===== src/rtl/fx_div_issue.sv =====
// fx_div_issue: issue stage for a pipelined fixed-point divider with
// divide-by-zero substitution, in-flight tracking and an FWFT result FIFO. Rev 1.0
`default_nettype none

package fpga_cfg_pkg;
  localparam int FP_WIDTH       = 32;
  localparam int FP_DIV_LATENCY = 4;
endpackage

module fx_div_issue #(
  parameter int WIDTH   = fpga_cfg_pkg::FP_WIDTH,
  parameter int LATENCY = fpga_cfg_pkg::FP_DIV_LATENCY,
  parameter int DEPTH   = 8
) (
  input  logic             clk,
  input  logic             rst,
  input  logic             in_valid,
  output logic             in_ready,
  input  logic [WIDTH-1:0] in_num,
  input  logic [WIDTH-1:0] in_den,
  output logic             div_valid_in,
  output logic [WIDTH-1:0] div_num,
  output logic [WIDTH-1:0] div_den,
  input  logic             div_valid_out,
  input  logic [WIDTH-1:0] div_result,
  output logic             out_valid,
  input  logic             out_ready,
  output logic [WIDTH-1:0] out_data,
  output logic             out_dz,
  output logic             err
);

  localparam int               C_DIV_LAT = LATENCY + 2;
  localparam int               C_AW      = (DEPTH > 1) ? $clog2(DEPTH) : 1;
  localparam int               C_CW      = C_AW + 1;
  localparam logic [C_CW-1:0]  C_DEPTH   = C_CW'(DEPTH);
  localparam logic [C_CW-1:0]  C_CNT_ONE = C_CW'(1);
  localparam logic [C_AW-1:0]  C_PTR_ONE = C_AW'(1);
  localparam logic [WIDTH-1:0] C_W_ONE   = WIDTH'(1);
  localparam logic [WIDTH-1:0] C_MAX     = {1'b0, {(WIDTH-1){1'b1}}};
  localparam logic [WIDTH-1:0] C_MIN     = {1'b1, {(WIDTH-1){1'b0}}};

  typedef struct packed {
    logic pend;
    logic dz;
    logic neg;
    logic zero;
  } trk_t;

  logic [C_CW-1:0]  r_reserved;
  logic             w_accept;
  logic             w_pop;
  logic             w_den_zero;

  assign in_ready   = (r_reserved < C_DEPTH) && !rst;
  assign w_accept   = in_valid && in_ready;
  assign w_pop      = out_valid && out_ready;
  assign w_den_zero = (in_den == '0);

  // Reservation covers both in-flight ops and buffered results, so the
  // FIFO can never be overrun by results already committed to the divider.
  always_ff @(posedge clk or posedge rst) begin
    if (rst) begin
      r_reserved <= '0;
    end else if (w_accept && !w_pop) begin
      r_reserved <= r_reserved + C_CNT_ONE;
    end else if (w_pop && !w_accept && (r_reserved != '0)) begin
      r_reserved <= r_reserved - C_CNT_ONE;
    end
  end

  always_ff @(posedge clk or posedge rst) begin
    if (rst) begin
      div_valid_in <= 1'b0;
      div_num      <= '0;
      div_den      <= '0;
    end else begin
      div_valid_in <= w_accept;
      if (w_accept) begin
        div_num <= in_num;
        div_den <= w_den_zero ? C_W_ONE : in_den;
      end
    end
  end

  trk_t r_trk [C_DIV_LAT];
  trk_t w_tail;

  always_ff @(posedge clk or posedge rst) begin
    if (rst) begin
      for (int i = 0; i < C_DIV_LAT; i++) begin
        r_trk[i] <= '0;
      end
    end else begin
      r_trk[0].pend <= w_accept;
      r_trk[0].dz   <= w_accept && w_den_zero;
      r_trk[0].neg  <= w_accept && in_num[WIDTH-1];
      r_trk[0].zero <= w_accept && (in_num == '0);
      for (int i = 1; i < C_DIV_LAT; i++) begin
        r_trk[i] <= r_trk[i-1];
      end
    end
  end

  assign w_tail = r_trk[C_DIV_LAT-1];

  logic [WIDTH-1:0] w_sat;
  logic [WIDTH-1:0] w_wdata;

  assign w_sat   = w_tail.zero ? '0 : (w_tail.neg ? C_MIN : C_MAX);
  assign w_wdata = w_tail.dz ? w_sat : div_result;

  logic [WIDTH-1:0] r_mem    [DEPTH];
  logic             r_dz_mem [DEPTH];
  logic [C_AW-1:0]  r_wr;
  logic [C_AW-1:0]  r_rd;
  logic [C_CW-1:0]  r_count;
  logic             w_full;
  logic             w_push;
  logic             w_err_evt;

  assign w_full = (r_count == C_DEPTH);
  assign w_push = div_valid_out && !w_full;

  always_ff @(posedge clk) begin
    if (w_push) begin
      r_mem[r_wr]    <= w_wdata;
      r_dz_mem[r_wr] <= w_tail.dz;
    end
  end

  always_ff @(posedge clk or posedge rst) begin
    if (rst) begin
      r_wr    <= '0;
      r_rd    <= '0;
      r_count <= '0;
    end else begin
      if (w_push) begin
        r_wr <= r_wr + C_PTR_ONE;
      end
      if (w_pop) begin
        r_rd <= r_rd + C_PTR_ONE;
      end
      if (w_push && !w_pop) begin
        r_count <= r_count + C_CNT_ONE;
      end else if (w_pop && !w_push) begin
        r_count <= r_count - C_CNT_ONE;
      end
    end
  end

  assign out_valid = (r_count != '0);
  assign out_data  = out_valid ? r_mem[r_rd] : '0;
  assign out_dz    = out_valid && r_dz_mem[r_rd];

  // Any disagreement between the divider strobe and the tracked tail is a
  // broken latency contract, as is any result arriving with no room.
  assign w_err_evt = (div_valid_out != w_tail.pend) || (div_valid_out && w_full);

  always_ff @(posedge clk or posedge rst) begin
    if (rst) begin
      err <= 1'b0;
    end else if (w_err_evt) begin
      err <= 1'b1;
    end
  end

endmodule

`default_nettype wire


===== config.mk =====
export PLATFORM = sky130hd
export DESIGN_NAME = fx_div_issue
export DESIGN_NICKNAME = d
export VERILOG_FILES = /design/src/rtl/fx_div_issue.sv
export SDC_FILE = /design/constraint.sdc
export NUM_CORES = 1
export LEC_CHECK = 0
export BUFFER_PORTS_ARGS = -buffer_cell sky130_fd_sc_hd__buf_2
export CAP_MARGIN = 5
export CORE_UTILIZATION = 25
export CTS_CLUSTER_SIZE = 16
export DETAILED_ROUTE_END_ITERATION = 12
export PLACE_DENSITY_LB_ADDON = 0.15
export SYNTH_ARGS = -nofsm -noshare
export SYNTH_HDL_FRONTEND = slang
export SYNTH_SLANG_ARGS = --single-unit
export TNS_END_PERCENT = 10

===== constraint.sdc =====
create_clock -name clk -period 11.8 [get_ports clk]
set_input_delay 3.54 -clock clk [delete_from_list [all_inputs] [get_ports clk]]
set_output_delay 3.54 -clock clk [all_outputs]
set_load 0.01 [all_outputs]

---- Word-level counts from Yosys, hierarchy flattened ----
Memories as Yosys holds them, arrays and structs flattened.
Cells that the tools add are included.
word-level totals
  memories kept ........................... 2
  bits of input ports ..................... 101
  output and inout bits ................... 101
  bits in writable memories ............... 264
  register bits ........................... 103
  word-level logic and storage cells ...... 79
memory list
  name      depth  width  read ports  clocked after memory_dff  write ports  RTL line  RTL
  r_mem     8      32     1           0                         1            113       logic [WIDTH-1:0] r_mem [DEPTH];
  r_dz_mem  8      1      1           0                         1            114       logic r_dz_mem [DEPTH];
cells by class
  add/subtract/negate cells ............... 6
  $lt $le $gt $ge ......................... 1
  equality and inequality tests ........... 2
  reduce and logical (&&, ||, !) cells .... 26
  muxes and demuxes ....................... 11
operators by type and width
  kind                                                number
  two-way mux 32 bit                                  5
  zero test 32 bit                                    2
  two-way mux 4 bit                                   4
  logical AND 1 bit                                   14
  adder 4 x 1 -> 4 bit (second input constant)        2
  nonzero test 4 bit                                  2
  subtractor 4 x 1 -> 4 bit (second input constant)   2
  adder 3 x 1 -> 3 bit (second input constant)        2
  zero test 1 bit                                     5
  == test 4 bit (second input constant)               1
  less-than comparator 4 bit (second input constant)  1
  nonzero test 2 bit                                  2
  two-way mux 1 bit                                   2
  logical OR 1 bit                                    1
  inequality test 1 bit                               1

---- Logic depth before layout (Yosys ltp) ----
Gate-level depths: netlist (run 1).
  depth after elaboration ................. 8
  gate-level depth with buffers ........... 12
  gate-level depth less buffers ........... 11

---- Worst setup path before layout (run 1) ----
Ideal clock, no wire load.
  path type ............................... input to register
  start ................................... input div_valid_out
  end ..................................... memory r_dz_mem[0], enable pin
  buffers on the path ..................... 0
  library setup time ...................... 0.506 ns
  required time ........................... 11.294 ns
  arrival ................................. 6.814 ns
  path slack .............................. 4.480 ns
  cell stages on the path ................. 2
  cells stage by stage .................... nand2_1 -> nor4_1
on the way
  cells in the longest elaborated chain, start to end .. 3
ends and longest elaborated chain
  item                                     RTL line  RTL
  start, declared                          24        input logic div_valid_out,
  logical AND 1 bit                        123       assign w_push = div_valid_out && !w_full;
  two-way mux 1 bit                        126       if (w_push) begin
  two-way mux 1 bit (implied by the code)  128       r_dz_mem[r_wr] <= w_tail.dz;
  end, declared                            114
Every way passes these cells.

---- Worst setup path in the final report (run 1) ----
  start ................................... input rst
  end ..................................... output in_ready
on the way
  cells in the longest elaborated chain, start to end .. 2
ends and longest elaborated chain
  item                              RTL line  RTL
  start, declared                   16        input logic rst,
  zero test 1 bit (no source line)  --
  logical AND 1 bit                 55        assign in_ready = (r_reserved < C_DEPTH) && !rst;
  end, declared                     18        output logic in_ready,
Every way passes these cells.

==> impl_metrics.env, run 1 <==
export IMPL_cp_max_fo=3
export IMPL_finalWirelength_um=35400
export IMPL_maximum_number_of_pins_on_one_net_before_global_route_repair=74
export IMPL_mostFrequentLayoutCell="edfxtp_1"
export IMPL_finalNonFillerCells=1781
export IMPL_final_net_count=1101
export IMPL_report_final_setup_viol=0
export IMPL_finalSetupTns_ns=0
export IMPL_drt_first_iter_violations=322
export IMPL_most_used_flip_flop_cell_after_synthesis="edfxtp_1"
export IMPL_clock_fmax_mhz=135
export IMPL_netlist_cell_type_count=40
export IMPL_required_ns=8.26
export IMPL_total_setup_buffers_inserted_after_cts=0
export IMPL_r2r_cells=8
export IMPL_hold_class="flop to flop"
export IMPL_tightestPinTransition_ns=1.08
export IMPL_syn_num_nets=876
export IMPL_antennaDiodeCount=0
export IMPL_area_growth_synth_to_final_pct=23.6
export IMPL_hold_violations=0
export IMPL_post_cts_hold_buffer_count=0
export IMPL_dieHeight_um=242
export IMPL_grt_remaining_overflow=0
export IMPL_min_delay_path_depth=0
export IMPL_cts_clk_slew_worst_paths_ns=0.06
export IMPL_cts_sinks=367
export IMPL_final_setup_skew_ns=0.0188
export IMPL_top_level_ports=202
export IMPL_post_dp_hpwl_um=19100
export IMPL_via_count=7598
export IMPL_path_delay_family="buffers and inverters"
export IMPL_drt_wirelength_per_cell_um=19.9
export IMPL_drtPass1Iterations=4
export IMPL_place_port_buffers=201
export IMPL_worst_path_most_repeated_cell="buf_2"
export IMPL_timing_critical_path_from_type="input pin"
export IMPL_outcome="complete, no violations"
export IMPL_std_cell_rows=87
export IMPL_ys_async_sr_fraction_pct=28.1
export IMPL_synth_top_area_share_pct=55.2
export IMPL_power_leakage_uw=0.00661
export IMPL_die_span_x_um=242
export IMPL_ctsHtreeMaxLevel=2
export IMPL_drv_max_cap_violation_count=0
export IMPL_vdd_ir_drop_worst_mv=0.107
export IMPL_critical_path_capture_point_type="output pin"
export IMPL_placed_cells=1701
export IMPL_cts_buffers_inserted=44
export IMPL_crit_path_cell_trace="buf_2 -> nor2_1 -> buf_2"
export IMPL_yosys_area_top_type="edfxtp_1"
export IMPL_period_minus_slack_ns=7.43
export IMPL_grtUsageTotal_pct=12.2
export IMPL_root_buffer="clkbuf_16"
export IMPL_synth_cells=766
export IMPL_worstSkewPairLatency_ns=0.58
export IMPL_placed_cell_area_mm2=0.0163
export IMPL_synth_seq_area_share_pct=73.2
export IMPL_cts_buffer_depth=3
export IMPL_post_syn_area_per_cell_um2=18.7
export IMPL_floorplan_die_area_mm2=0.0584
export IMPL_final_cell_mix="edfxtp_1, buf_2, dfrtp_1"
export IMPL_final_cell_area_mm2=0.0177
export IMPL_p_per_area_mw_per_mm2=254
export IMPL_cts_tree="yes"
export IMPL_synth_edf_count=264
export IMPL_crit_buf_inv=2
export IMPL_drc=0
export IMPL_arrival_ns=3.89
export IMPL_timing_critical_path_slowest_cell_delay_ns=0.13
export IMPL_post_route_cells_drive_above_1_share_pct=42.2
export IMPL_synth_seq_cells=367
export IMPL_path_class="input pin to output pin"
export IMPL_synth_area_top_cells="edfxtp_1, dfrtp_1, mux4_2"
export IMPL_rrSetupSlack_ns=8.72
export IMPL_timing_final_crit_share_pct=63.0
export IMPL_replace_congestion=0.668
export IMPL_ctsResizeCount=0
export IMPL_netlist_area_mm2=0.0144
export IMPL_grt_pass1_vias=8242
export IMPL_post_detailed_route_via_to_cell_ratio=4.27
export IMPL_slew_headroom_pct=27.7
export IMPL_worst_path_max_delay_cell="buf_2"
export IMPL_timing_max_transition_violations_final=0
export IMPL_yosysWarnings=0
export IMPL_grt_pass1_wl_um=53000
export IMPL_final_antenna_net_count=0
export IMPL_design_core_area_mm2=0.0566
export IMPL_worstSetupPathDepth=3
export IMPL_floorplan_initialDensity_pct=25.4
export IMPL_setup_repair_after_global_routing_missed_its_margin="false"
export IMPL_initial_antenna_violation_count=3
## final cells by class
cell class	count	area, um^2
clock buffer	57	1170
clock inverter	23	250
fill	5623	38900
inverter	36	138
multi-input combinational	325	3590
sequential	367	10500
tap	756	946
timing repair buffer	217	1130
## synthesized netlist by cell type, types with 3 or more instances
| library cell | number |
|---|---|
| nand2b_1 | 3 |
| inv_1 | 34 |
| nor3_1 | 10 |
| a21oi_1 | 3 |
| mux2i_1 | 34 |
| clkbuf_1 | 18 |
| mux2_2 | 66 |
| xnor2_1 | 6 |
| nor2_1 | 41 |
| buf_2 | 12 |
| dfrtp_1 | 103 |
| mux4_2 | 66 |
| ha_1 | 7 |
| nor4_1 | 19 |
| nand4_1 | 3 |
| buf_4 | 5 |
| nand2_1 | 9 |
| o21ai_0 | 34 |
| edfxtp_1 | 264 |
## worst register-to-register path: cells and delay by family, from the launching register on
kind,cells,cell delay (ns)
compound gates,5,1.77
fa+ha+maj,2,0.60
flops,1,0.47
buf+inv,1,0.12
## cell families after synthesis
| kind of cell | share of synthesized area, % |
|---|---|
| flip-flops | 73.2 |
| multiplexers | 18.1 |
| AND/OR/NAND/NOR | 3.14 |
| buffers and inverters | 2.22 |
| AO/OA/AOI/OAI | 1.99 |
| adder cells (fa/ha/maj) | 0.889 |
| XOR/XNOR | 0.488 |
## routing by layer
metal  vias up  share of wire, %  GRT usage, %
met5         -              0.12             0
met4         6               2.2          4.05
met3        52               6.6          3.71
met2       236                47          19.6
met1      3870                44          15.5
li1       3434                 -             -
## stage by stage
step	util [%]	hold slack (ns)	total power, uW	setup WS (ns)
after detailed placement	28.8	0.335	3260	4.37
after floorplan	-	0.331	2710	4.48
final	31.3	0.332	4510	4.37
after CTS	31.3	0.328	4620	4.37
after global routing	31.3	0.341	4780	4.35
after global placement	28.8	0.333	3260	4.35
## worst paths after layout
| kind | startpoint | endpoint |
|---|---|---|
| worst max-delay path | rst | in_ready |
| worst min-delay path | r_trk[13] | r_trk[9] |
| worst max register to register | r_count[2] | r_count[3] |
| worst min register to register | r_trk[13] | r_trk[9] |
| max in group asynchronous | rst | r_rd[1] |
| min in group asynchronous | rst | div_num[30] |
## power by group
group | internal, uW | leakage (uW) | switching [uW] | total, uW
clock | 772 | 0.000691 | 553 | 1330
sequential | 1670 | 0.00366 | 163 | 1840
combinational | 634 | 0.00226 | 716 | 1350
total | 3080 | 0.00661 | 1430 | 4510
## registers in the layout, indices dropped and copies added, names as in the netlist
name / flops
r_trk: 24
r_wr: 3
div_den: 32
r_dz_mem: 8
r_reserved: 4
r_mem: 256
div_num: 32
err: 1
r_count: 4
r_rd: 3
Power figures use the tool's default switching activity.
==> run 2, diff against run 1 <==
clock period = 6.96 ns   (was 11.8 ns; I/O delays follow)
==> impl_metrics.env, run 2 (synthesized netlist as in run 1, its figures left out) <==
export IMPL_finalSetupTns_ns=0
export IMPL_layout_setup_ws_ns=1.82
export IMPL_cts_tree="yes"
export IMPL_ctsHtreeMaxLevel=2
export IMPL_final_antenna_net_count=0
export IMPL_largest_register="r_mem"
export IMPL_hold_class="flop to flop"
export IMPL_floorplan_initialDensity_pct=25.4
export IMPL_cts_buffers_inserted=42
export IMPL_floorplan_die_area_mm2=0.0584
export IMPL_mostFrequentLayoutCell="edfxtp_1"
export IMPL_std_cell_rows=87
export IMPL_required_ns=4.87
export IMPL_pre_cts_slack_ns=2.28
export IMPL_drc=0
export IMPL_vdd_ir_drop_worst_mv=0.272
export IMPL_grt_pass1_vias=8333
export IMPL_design_core_area_mm2=0.0566
export IMPL_setup_repair_after_global_routing_missed_its_margin="false"
export IMPL_dieHeight_um=242
export IMPL_slew_headroom_pct=20.2
export IMPL_drt_first_iter_violations=385
export IMPL_via_count=7631
export IMPL_antennaDiodeCount=0
export IMPL_finalWirelength_um=34700
export IMPL_final_net_count=1099
export IMPL_place_port_buffers=201
export IMPL_cts_sinks=367
export IMPL_arrival_ns=3.05
export IMPL_timing_final_crit_share_pct=73.9
export IMPL_root_buffer="clkbuf_16"
export IMPL_timing_max_transition_violations_final=0
export IMPL_hold_violations=0
export IMPL_path_class="flop to output pin"
export IMPL_final_setup_skew_ns=0.0152
export IMPL_grt_remaining_overflow=0
export IMPL_rrSetupSlack_ns=3.94
export IMPL_ctsResizeCount=0
export IMPL_outcome="complete, no violations"
export IMPL_cts_buffer_depth=3
export IMPL_area_growth_synth_to_final_pct=23.6
export IMPL_drv_max_cap_violation_count=0
export IMPL_power_leakage_uw=0.00661
export IMPL_seqCellArea_mm2=0.0105
export IMPL_number_of_flip_flops_in_the_largest_register=256
export IMPL_die_span_x_um=242
export IMPL_post_detailed_route_via_to_cell_ratio=4.29
export IMPL_final_cell_mix="edfxtp_1, buf_2, dfrtp_1"
export IMPL_initial_antenna_violation_count=3
export IMPL_layout_filler_cells=5636
export IMPL_top_flop_regs="r_mem x256, div_den x32, div_num x32"
export IMPL_maximum_number_of_pins_on_one_net_before_global_route_repair=69
export IMPL_drt_wirelength_per_cell_um=19.5
export IMPL_drtPass1Iterations=4
export IMPL_multiInputGateArea_mm2=0.00359
export IMPL_top_level_ports=202
export IMPL_post_cts_hold_buffer_count=0
export IMPL_report_final_setup_viol=0
export IMPL_period_minus_slack_ns=5.14
export IMPL_clock_fmax_mhz=194
export IMPL_total_setup_buffers_inserted_after_cts=0
export IMPL_grt_pass1_wl_um=53300
export IMPL_cts_clk_slew_worst_paths_ns=0.06
export IMPL_worstSkewPairLatency_ns=0.57
export IMPL_grtUsageTotal_pct=12.1
export IMPL_cp_max_fo=46
export IMPL_tightestPinTransition_ns=1.19
export IMPL_timing_critical_path_from_type="flop"
export IMPL_critical_path_capture_point_type="output pin"
export IMPL_p_per_area_mw_per_mm2=432
export IMPL_post_dp_hpwl_um=19300
export IMPL_post_route_cells_drive_above_1_share_pct=42.3
export IMPL_replace_congestion=0.682
run 2: cell types whose count changed in the layout (fill, tap and decap cells not counted), sizes merged:
cell,previous run,this run
clkbuf,57,55
clkinv,19,14
inv,36,38
clkinvlp,1,0
bufinv,3,5
run 2: final timing paths:
kind,from,end,depth (start not counted)
max,r_rd[0],out_data[22],5
max reg2reg,r_count[2],r_count[3],8
min,r_trk[17],r_trk[13],0
min reg2reg,r_trk[17],r_trk[13],0
max in group asynchronous,rst,div_den[18],3
min in group asynchronous,rst,div_den[27],2
run 2: area by class of cell:
class	instances	share of cell area, %
clock buffer	55	6.48
clock inverter	21	1.54
inverter	36	0.776
multi-input combinational	325	20.2
sequential	367	59.3
tap	756	5.33
timing repair buffer	217	6.35
run 2: per-stage QoR:
stage | utilization [%] | std cells | area (um^2) | total power [uW] | hold slack [ns]
floorplan | - | 766 | 14400 | 4600 | 0.331
global placement | 28.8 | 1701 | 16300 | 5510 | 0.332
detailed placement | 28.8 | 1701 | 16300 | 5520 | 0.335
CTS | 31.3 | 1777 | 17700 | 7850 | 0.342
global route | 31.3 | 1777 | 17700 | 8130 | 0.345
finish | 31.3 | 1777 | 17700 | 7670 | 0.342
run 2: metal layers:
| layer | GRT usage [%] | part of all wire (%) | up-vias |
|---|---|---|---|
| li1 | - | - | 3423 |
| met1 | 16.0 | 45 | 3929 |
| met2 | 18.9 | 46 | 218 |
| met3 | 3.74 | 6.9 | 55 |
| met4 | 3.86 | 2.2 | 6 |
| met5 | 0 | 0.11 | - |
run 2: power by group:
part           switching (uW)  internal, uW  leakage (uW)
clock                     909          1360      0.000697
combinational            1070          1070       0.00226
sequential                422          2840       0.00366
total                    2400          5270       0.00661
run 2: critical path, cell delays in order, from the launching register on:
cell and delay [ns]:
dfrtp_4 1.07, buf_4 0.41, mux4_2 0.53, mux2i_1 0.16, nor2_1 0.08, buf_2 0.20
